===== src/rtl/decode_pkg.sv =====
// Shared constants for the RV32I decode stage: opcodes, ALU control codes,
// branch/jump type codes and the squash FSM state encoding.
package decode_pkg;

  localparam logic [6:0] OP_R     = 7'b0110011;
  localparam logic [6:0] OP_IMM   = 7'b0010011;
  localparam logic [6:0] OP_LUI   = 7'b0110111;
  localparam logic [6:0] OP_AUIPC = 7'b0010111;
  localparam logic [6:0] OP_JAL   = 7'b1101111;
  localparam logic [6:0] OP_JALR  = 7'b1100111;
  localparam logic [6:0] OP_B     = 7'b1100011;
  localparam logic [6:0] OP_LOAD  = 7'b0000011;
  localparam logic [6:0] OP_S     = 7'b0100011;

  localparam logic [6:0] F7_BASE = 7'b0000000;
  localparam logic [6:0] F7_ALT  = 7'b0100000;
  localparam logic [6:0] F7_MEXT = 7'b0000001;

  // ALU control is {funct7, funct3} of the equivalent R-type operation
  localparam logic [9:0] ALU_ADD  = 10'h000;
  localparam logic [9:0] ALU_SUB  = 10'h100;
  localparam logic [9:0] ALU_SLT  = 10'h002;
  localparam logic [9:0] ALU_SLTU = 10'h003;

  localparam logic [2:0] F3_BEQ  = 3'b000;
  localparam logic [2:0] F3_BNE  = 3'b001;
  localparam logic [2:0] F3_BLT  = 3'b100;
  localparam logic [2:0] F3_BGE  = 3'b101;
  localparam logic [2:0] F3_BLTU = 3'b110;
  localparam logic [2:0] F3_BGEU = 3'b111;

  localparam logic [2:0] JT_JAL  = 3'b010;
  localparam logic [2:0] JT_JALR = 3'b011;

  typedef enum logic {ST_RUN = 1'b0, ST_DROP = 1'b1} state_t;

endpackage


===== src/rtl/decode_comb.sv =====
// Purely combinational RV32I instruction -> decoded bundle translation.
// With DECODE_MEXT_EN defined, R-type funct7=0000001 (M extension) is legal.
module decode_comb
  import decode_pkg::*;
#(
  parameter int XLEN  = 32,
  parameter int REG_W = 5
) (
  input  logic [31:0]      instr,
  output logic [9:0]       alu_ctrl,
  output logic [XLEN-1:0]  imm,
  output logic             imm_en,
  output logic [REG_W:0]   sel_a,
  output logic [REG_W-1:0] sel_b,
  output logic [REG_W:0]   sel_out,
  output logic             new_jmp,
  output logic [2:0]       jmp_type,
  output logic [XLEN-1:0]  jmp_imm,
  output logic [REG_W:0]   jal_rs,
  output logic             lam_new,
  output logic             lam_rw,
  output logic [2:0]       lam_type,
  output logic [REG_W-1:0] lam_rs,
  output logic [REG_W-1:0] lam_sel_out,
  output logic             illegal
);

  localparam logic [REG_W:0]  PC_SEL   = {1'b1, {REG_W{1'b0}}};
  localparam logic [XLEN-1:0] LINK_OFF = XLEN'(-4);

  logic [6:0] opcode, f7;
  logic [2:0] f3;
  logic [REG_W:0] rd_w, rs1_w;
  logic [REG_W-1:0] rd_n, rs2_n;
  logic signed [31:0] imm_i, imm_s, imm_b, imm_u, imm_j;
  logic r_legal;

  assign opcode = instr[6:0];
  assign f3     = instr[14:12];
  assign f7     = instr[31:25];
  assign rd_w   = (REG_W+1)'(instr[11:7]);
  assign rs1_w  = (REG_W+1)'(instr[19:15]);
  assign rd_n   = REG_W'(instr[11:7]);
  assign rs2_n  = REG_W'(instr[24:20]);

  assign imm_i = {{20{instr[31]}}, instr[31:20]};
  assign imm_s = {{20{instr[31]}}, instr[31:25], instr[11:7]};
  assign imm_b = {{19{instr[31]}}, instr[31], instr[7], instr[30:25], instr[11:8], 1'b0};
  assign imm_u = {instr[31:12], 12'b0};
  assign imm_j = {{11{instr[31]}}, instr[31], instr[19:12], instr[20], instr[30:21], 1'b0};

`ifdef DECODE_MEXT_EN
  assign r_legal = (f7 == F7_BASE) || (f7 == F7_ALT) || (f7 == F7_MEXT);
`else
  assign r_legal = (f7 == F7_BASE) || (f7 == F7_ALT);
`endif

  // Illegal instructions leave every field at zero apart from the flag
  always_comb begin
    alu_ctrl    = ALU_ADD;
    imm         = '0;
    imm_en      = 1'b0;
    sel_a       = '0;
    sel_b       = '0;
    sel_out     = '0;
    new_jmp     = 1'b0;
    jmp_type    = 3'b000;
    jmp_imm     = '0;
    jal_rs      = '0;
    lam_new     = 1'b0;
    lam_rw      = 1'b0;
    lam_type    = 3'b000;
    lam_rs      = '0;
    lam_sel_out = '0;
    illegal     = 1'b0;
    case (opcode)
      OP_R: begin
        if (r_legal) begin
          alu_ctrl = {f7, f3};
          sel_a    = rs1_w;
          sel_b    = rs2_n;
          sel_out  = rd_w;
        end else begin
          illegal  = 1'b1;
        end
      end
      OP_IMM: begin
        alu_ctrl = (f3 == 3'b001 || f3 == 3'b101) ? {f7, f3} : {7'b0, f3};
        imm      = XLEN'(imm_i);
        imm_en   = 1'b1;
        sel_a    = rs1_w;
        sel_out  = rd_w;
      end
      OP_LUI, OP_AUIPC: begin
        imm      = XLEN'(imm_u);
        imm_en   = 1'b1;
        sel_a    = (opcode == OP_AUIPC) ? PC_SEL : '0;
        sel_out  = rd_w;
      end
      // Link value is computed by the ALU as PC + (-4)
      OP_JAL, OP_JALR: begin
        imm      = LINK_OFF;
        imm_en   = 1'b1;
        sel_a    = PC_SEL;
        sel_out  = rd_w;
        new_jmp  = 1'b1;
        jmp_type = (opcode == OP_JAL) ? JT_JAL : JT_JALR;
        jmp_imm  = (opcode == OP_JAL) ? XLEN'(imm_j) : XLEN'(imm_i);
        jal_rs   = (opcode == OP_JAL) ? PC_SEL : rs1_w;
      end
      OP_B: begin
        case (f3)
          F3_BEQ, F3_BNE:   alu_ctrl = ALU_SUB;
          F3_BLT, F3_BGE:   alu_ctrl = ALU_SLT;
          F3_BLTU, F3_BGEU: alu_ctrl = ALU_SLTU;
          default:          alu_ctrl = ALU_SUB;
        endcase
        sel_a    = rs1_w;
        sel_b    = rs2_n;
        new_jmp  = 1'b1;
        jmp_type = f3;
        jmp_imm  = XLEN'(imm_b);
      end
      OP_LOAD, OP_S: begin
        imm         = (opcode == OP_S) ? XLEN'(imm_s) : XLEN'(imm_i);
        imm_en      = 1'b1;
        sel_a       = rs1_w;
        lam_new     = 1'b1;
        lam_rw      = (opcode == OP_S);
        lam_type    = f3;
        lam_rs      = (opcode == OP_S) ? rs2_n : '0;
        lam_sel_out = (opcode == OP_S) ? '0 : rd_n;
      end
      default: illegal = 1'b1;
    endcase
  end

endmodule


===== src/rtl/decode_stage.sv =====
// Registered RV32I decode stage with valid/ready handshakes and a wrong-path
// squash window after jumps. DECODE_MEXT_EN enables M-extension decode.
module decode_stage
  import decode_pkg::*;
#(
  parameter int XLEN     = 32,
  parameter int REG_W    = 5,
  parameter int JMP_DROP = 2
) (
  input  logic             clk,
  input  logic             rst,
  input  logic             in_valid,
  output logic             in_ready,
  input  logic [31:0]      in_instr,
  input  logic             jmp_cancel,
  output logic             out_valid,
  input  logic             out_ready,
  output logic [9:0]       alu_ctrl,
  output logic [XLEN-1:0]  imm,
  output logic             imm_en,
  output logic [REG_W:0]   sel_a,
  output logic [REG_W-1:0] sel_b,
  output logic [REG_W:0]   sel_out,
  output logic             new_jmp,
  output logic [2:0]       jmp_type,
  output logic [XLEN-1:0]  jmp_imm,
  output logic [REG_W:0]   jal_rs,
  output logic             lam_new,
  output logic             lam_rw,
  output logic [2:0]       lam_type,
  output logic [REG_W-1:0] lam_rs,
  output logic [REG_W-1:0] lam_sel_out,
  output logic             illegal
);

  localparam int BW    = 2*XLEN + 6*REG_W + 24;
  localparam int CNT_W = $clog2(JMP_DROP + 2);

  logic [9:0]       d_alu_ctrl;
  logic [XLEN-1:0]  d_imm, d_jmp_imm;
  logic             d_imm_en, d_new_jmp, d_lam_new, d_lam_rw, d_illegal;
  logic [REG_W:0]   d_sel_a, d_sel_out, d_jal_rs;
  logic [REG_W-1:0] d_sel_b, d_lam_rs, d_lam_sel_out;
  logic [2:0]       d_jmp_type, d_lam_type;
  logic [BW-1:0]    bundle_d, bundle_q;

  state_t           state, state_next;
  logic [CNT_W-1:0] cnt, cnt_next;
  logic             drop_beat, accept;

  decode_comb #(.XLEN(XLEN), .REG_W(REG_W)) u_comb (
    .instr(in_instr), .alu_ctrl(d_alu_ctrl), .imm(d_imm), .imm_en(d_imm_en),
    .sel_a(d_sel_a), .sel_b(d_sel_b), .sel_out(d_sel_out), .new_jmp(d_new_jmp),
    .jmp_type(d_jmp_type), .jmp_imm(d_jmp_imm), .jal_rs(d_jal_rs),
    .lam_new(d_lam_new), .lam_rw(d_lam_rw), .lam_type(d_lam_type),
    .lam_rs(d_lam_rs), .lam_sel_out(d_lam_sel_out), .illegal(d_illegal)
  );

  assign bundle_d = {d_alu_ctrl, d_imm, d_imm_en, d_sel_a, d_sel_b, d_sel_out,
                     d_new_jmp, d_jmp_type, d_jmp_imm, d_jal_rs, d_lam_new,
                     d_lam_rw, d_lam_type, d_lam_rs, d_lam_sel_out, d_illegal};
  assign {alu_ctrl, imm, imm_en, sel_a, sel_b, sel_out, new_jmp, jmp_type,
          jmp_imm, jal_rs, lam_new, lam_rw, lam_type, lam_rs, lam_sel_out,
          illegal} = bundle_q;

  // A cancel ends the squash window in the same cycle, so that beat falls back
  // to the normal handshake and cannot overwrite a bundle still being held.
  assign drop_beat = (state == ST_DROP) && !jmp_cancel;
  assign in_ready  = drop_beat || !out_valid || out_ready;
  assign accept    = in_valid && in_ready;

  always_comb begin
    state_next = state;
    cnt_next   = cnt;
    if (drop_beat) begin
      if (accept) begin
        if (cnt == CNT_W'(1)) begin
          state_next = ST_RUN;
          cnt_next   = '0;
        end else begin
          cnt_next   = cnt - CNT_W'(1);
        end
      end
    end else begin
      state_next = ST_RUN;
      cnt_next   = '0;
      if (accept && d_new_jmp && (JMP_DROP > 0)) begin
        state_next = ST_DROP;
        cnt_next   = CNT_W'(JMP_DROP);
      end
    end
  end

  always_ff @(posedge clk) begin
    if (rst) begin
      state <= ST_RUN;
      cnt   <= '0;
    end else begin
      state <= state_next;
      cnt   <= cnt_next;
    end
  end

  always_ff @(posedge clk) begin
    if (rst) begin
      out_valid <= 1'b0;
      bundle_q  <= '0;
    end else if (accept && !drop_beat) begin
      out_valid <= 1'b1;
      bundle_q  <= bundle_d;
    end else if (out_ready) begin
      out_valid <= 1'b0;
    end
  end

endmodule


===== config.mk =====
export PLATFORM = sky130hd
export DESIGN_NAME = decode_stage
export DESIGN_NICKNAME = d
export VERILOG_FILES = /design/src/rtl/decode_pkg.sv /design/src/rtl/decode_comb.sv /design/src/rtl/decode_stage.sv
export SDC_FILE = /design/constraint.sdc
export NUM_CORES = 1
export LEC_CHECK = 0
export ABC_AREA = 1
export CAP_MARGIN = 20
export CORE_MARGIN = 3
export CORE_UTILIZATION = 42
export CTS_CLUSTER_SIZE = 40
export DETAILED_ROUTE_END_ITERATION = 6
export PLACE_DENSITY = 0.89
export SYNTH_ARGS = -nofsm -noshare
export SYNTH_HDL_FRONTEND = slang
export SYNTH_SLANG_ARGS = --single-unit

===== constraint.sdc =====
create_clock -name clk -period 1.3 [get_ports clk]
set_input_delay 0.13 -clock clk [delete_from_list [all_inputs] [get_ports clk]]
set_output_delay 0.13 -clock clk [all_outputs]
set_load 0.03 [all_outputs]

**Yosys cells after proc, flatten, opt, wreduce, memory -nomap -nowiden**

Cells that the tools add are included.

- Bits in registers: 122
- Latch bits: 0
- Bits in writable memories: 0
- ROM bits: 0
- Input port bits: 37
- Output and inout bits: 120
- Logic and storage cells: 87
- Memories: 0

- $add $sub $neg: 1
- Multiply operators: 0
- Div/mod/pow operators: 0
- Magnitude comparators: 0
- Equality and inequality tests: 18
- Shifts and indexed selects: 0
- Mux-type cells: 40
- Bitwise logic cells: 0
- Reduce and logical (&&, ||, !) cells: 24

Operators by type and width:

| kind | count |
|---|---|
| $pmux W32 S4 | 1 |
| $pmux W32 S2 | 1 |
| $mux W5 | 8 |
| $pmux W10 S3 | 1 |
| $eq A7 B6 Y1 const B | 4 |
| $pmux W6 S4 | 1 |
| $eq A7 B7 Y1 const B | 3 |
| $mux W10 | 2 |
| $mux W20 | 1 |
| $mux W6 | 3 |
| $pmux W9 S2 | 1 |
| $eq A7 B5 Y1 const B | 2 |
| $eq A3 B3 Y1 const B | 4 |
| $mux W1 | 12 |
| $pmux W6 S2 | 1 |
| $pmux W5 S2 | 1 |
| $reduce_or A2 Y1 | 5 |
| $mux W2 | 4 |
| $reduce_or A8 Y1 | 1 |
| $eq A7 B2 Y1 const B | 1 |
| $logic_not A7 Y1 | 1 |
| $reduce_or A7 Y1 | 1 |
| $pmux W3 S2 | 1 |
| $reduce_or A5 Y1 | 1 |
| 13 further kinds | 22 |

**Logic depth before layout (Yosys ltp)**

- Depth in word-level cells: 8
- Gate-level depth with buffers: 11
- Mapped depth without buffers: 10

**Modules after synthesis**

Synthesis repeated with hierarchy kept, for this count alone.

- Cell total of the unflattened synthesis: 854
- Area, all modules: 6,108.4 µm²

Modules (own cells, without submodules):

| module | times used | cells an instance | area each (µm²) | seq. area each (µm²) |
|---|---|---|---|---|
| decode_stage | 1 | 564 | 4,690.7 | 2,442.3 |
| decode_comb | 1 | 290 | 1,417.6 | 0.0 |

**Least setup slack after synthesis**

No wires, ideal clock.

- Path type: flip-flop to flip-flop
- Start: register out_valid
- End: register bundle_q[92]
- Setup time: 0.143 ns
- Arrival time: 1.391 ns
- Data required time: 1.157 ns
- Path slack: -0.234 ns
- Stages on the path, launching flop included: 7
- Path buffers: 1
- Clock period less this slack: 1.534 ns
- Cell sequence: dfxtp_1 nand2_1 nand3_1 clkbuf_1 nor2_1 a22oi_1 a21oi_2

- Longest elaborated chain between the ends: 5

Ends and longest elaborated chain:

| what | line | text |
|---|---|---|
| start: declaration | decode_stage.sv:16 | `output logic out_valid,` |
| start signal: assignment | decode_stage.sv:106 | `out_valid <= 1'b0;` |
| start signal: assignment | decode_stage.sv:109 | `out_valid <= 1'b1;` |
| start signal: assignment | decode_stage.sv:112 | `out_valid <= 1'b0;` |
| $logic_not A1 Y1 | decode_stage.sv:69 | `assign in_ready = drop_beat \|\| !out_valid \|\| out_ready;` |
| $logic_or A1 B1 Y1 (2 in a row) | decode_stage.sv:69 |  |
| $logic_and A1 B1 Y1 | decode_stage.sv:70 | `assign accept = in_valid && in_ready;` |
| $logic_and A1 B1 Y1 | decode_stage.sv:108 | `end else if (accept && !drop_beat) begin` |
| end signal: assignment | decode_stage.sv:110 | `bundle_q <= bundle_d;` |
| end: declaration | decode_stage.sv:45 | `logic [BW-1:0] bundle_d, bundle_q;` |

Every way passes these cells.
A chain may end at the register's enable or synchronous reset.

**Worst setup path in the final report**

- Start: register out_valid
- End: register bundle_q[32]

Same word-level chain as after synthesis.

==> impl_metrics.toml <==
[status]
outcome = "complete, but fails checks"
violations = "setup timing"

[grt]
grt_first_pass_wirelength_mm = 26.36
first_global_vias = 5115
globalRouteOverflowTotal = 0
pin_count_of_the_biggest_net_entering_global_routing = 92
grt_use_total_pct = 25.26
grt_antenna_before_repair = 0

[routing]
first_drt_iteration_drcs = 484
via_per_inst = 5.429
drc = 0
drt-pass1-iter-count = 7
route.vias.total = 5586
detail_route.wirelength_mm = 17.99
final_antenna_net_count = 0
wire_per_inst_um = 17.48

[worst_setup_path]
cp_slowest_cell = "sky130_fd_sc_hd__dfxtp_2"
crit_path_cell_trace = "nand2_4 > nand3_4 > buf_12 > buf_12 > a21oi_4 > nand2_1 > a21oi_1"
critPathLaunchType = "flop"
worstRegToRegCells = 7
path_delay_family = "compound AO/OA/AOI/OAI gates"
crit_path_max_fanout = 7
critPathMostFrequentCell = "sky130_fd_sc_hd__buf_12"
worstPathBufferInverterCount = 2
timing.critical_path.arrival_ps = 1710
timing.critical_path.from = "out_valid"
crit_path_max_incr_delay_ps = 340
worstSetupPathType = "flop to flop"
critical_path.endpoint_type = "flop"
crit_cells = 7
required_ps = 1570
r2r-start = "out_valid"

[pwr]
power.static_leakage_nw = 3.563
worst_ir_drop_vdd_mv = 1.084
internal-power_mw = 5.271
seq_power_share_pct = 46.6
power.switching_fraction_pct = 29.08
clock_power_share_pct = 37.5
net-switching-power_mw = 2.162
pwr-share-comb_pct = 15.9
cellPowerDensity_nw_per_um2 = 965.0

[floorplanning]
die_area_sq_um = 12800
die-width_um = 113.2
core_sq_um = 11030
placementRows = 38
fp.dieH_um = 113.2
boundaryPins = 157
start_util_pct = 43.72

[clock_network]
worstSkewPairLatency_ps = 350
cts_hold_buffers = 0
cts.reportedPaths.clkPinSlew_ps = 80
ctsRootBufferMaster = "sky130_fd_sc_hd__clkbuf_16"
total_number_of_h_tree_levels = 3
cts-root-to-sink-buffers = 2
cts_buffers = 9
tritoncts_clock_tree = "yes"
cts_num_sinks = 110

[timing]
fin_crit_ps = 1438
finalCritPeriodShare_pct = 110.6
final_hold_viol_count = 0
finalWorstSetupSlack_ps = -138.0
slew_violations = 0
fin_skew_ps = 7.550
achievable-frequency_mhz = 695.4
final-setup-viol-count = 28
grt_setup_unrepaired = "true"
fin_setup_tns_ps = -1742

[place]
post-dp-hpwl_mm = 11.55
place_congestion = 0.9673
placedInstanceArea_sq_um = 7022
place_worst_setup_slack_ps = -556.6
dpl.cell_count = 999
port-buffer-count = 155

[cells_and_area]
layout.core_utilization_pct = 69.83
insertedDiodeCount = 0
area_growth_syn_to_layout_pct = 59.73
mostFrequentLayoutCell = "sky130_fd_sc_hd__nand2_1"
ratio_of_cells_with_drive_above_1_in_the_final_layout_pct = 25.42
design.final.nets = 922
total_area_of_multi_input_combinational_cells_sq_um = 2502
post_route_non_filler_standard_cell_count = 1029
layout.cells.most_common_list = "189 x sky130_fd_sc_hd__nand2_1, 108 x sky130_fd_sc_hd__dfxtp_1, 107 x sky130_fd_sc_hd__dlygate4sd2_1"
area_of_all_placed_cells_without_fillers_sq_um = 7702
fill_cells = 840
layout.area.seq_sq_um = 2205

[synth]
synth_seq_cells = 110
syn_avg_cell_area_sq_um = 7.197
synth.lib_cells_used.distinct = 29
synth_fp_nets = 708
yosysWarnings = 0
syn_area_sq_um = 4822
netlist_instances = 670
synth_sequential_area_ratio_pct = 45.67

[worst_hold_path]
min_path_cells = 5
hp-start = "rst"
worst_hold_check_path_type = "input pin to flop"

[run]
cap_violations = 0
[registers in the layout (all words and copies together) (netlist names)]
register and cells:
bundle_q 106, out_valid 1, state 1, cnt 2
[logic make-up after synthesis]
family                     Yosys count  synth area share (%)
DFF                                110                 45.67
and+or+nand+nor                    291                 24.75
adders and majority gates            1                0.2594
buffers and inverters               97                 8.978
AOI/OAI and AO/OA                  170                 20.26
other                                1               0.07777
[metrics by stage]
step | hold slack, ps | power, mW
3_3_place_gp | 449.9 | 4.569
4_1_cts | 273.5 | 7.302
3_5_place_dp | 453.5 | 4.583
5_1_grt | 295.0 | 7.653
2_1_floorplan | 272.8 | 4.018
6_report | 277.0 | 7.433
[power groups by stage]
stage	combinational (mW)	sequential, mW	clock (mW)
2_1_floorplan	0.362	3.66	0
3_3_place_gp	1.03	3.54	0
3_5_place_dp	1.04	3.54	0
4_1_cts	1.06	3.46	2.78
5_1_grt	1.25	3.47	2.93
6_report	1.18	3.47	2.79
[final cells by class]
type | instances | area share, %
multi-input cells | 465 | 32.49
repair buffers | 249 | 30.21
flip-flops and latches | 110 | 28.62
clock buffers | 9 | 2.924
inverters | 49 | 2.518
well taps | 140 | 2.274
clock inverters | 7 | 0.9584
[tightest hold or removal path: stages]
cell and delay [ps]:
sky130_fd_sc_hd__buf_4 100, sky130_fd_sc_hd__inv_1 30, sky130_fd_sc_hd__buf_4 190, sky130_fd_sc_hd__o21ai_0 90, sky130_fd_sc_hd__a21oi_1 40
[synth_stat cells (all sizes together)]
master,n,area share (%)
a21oi,109,13
a22oi,11,1.7
a31oi,1,0.13
buf,29,3.7
clkbuf,19,1.5
clkinv,1,0.078
conb,1,0.078
dfxtp,110,46
ha,1,0.26
inv,48,3.7
nand2,205,16
nand3,37,3.9
nand4,3,0.39
nor2,46,4.2
o211ai,1,0.16
o21a,1,0.16
o21ai,46,4.9
o31ai,1,0.16
[per-layer routing]
layer / track usage [%] / wire length (um) / up-vias / part of all wire (%)
li1: - / - / 2602 / -
met1: 32.35 / 6976 / 2634 / 39
met2: 42.65 / 8949 / 286 / 50
met3: 5.027 / 1381 / 64 / 7.7
met4: 8.333 / 680 / 0 / 3.8
met5: 0 / 0 / - / 0
[timing repair]
item / 4_1_cts / 5_1_grt
resized for setup: 154 / 69
cloned: 3 / 2
buffers inserted: 3 / 7
pin swaps: 7 / 18
setup endpoints to repair: 209 / 104
[final timing paths]
kind / end / slack, ps
min: bundle_q[37] / 280
max reg2reg: bundle_q[32] / -140
max: bundle_q[32] / -140
min reg2reg: bundle_q[29] / 460
Power figures use the tool's default switching activity.
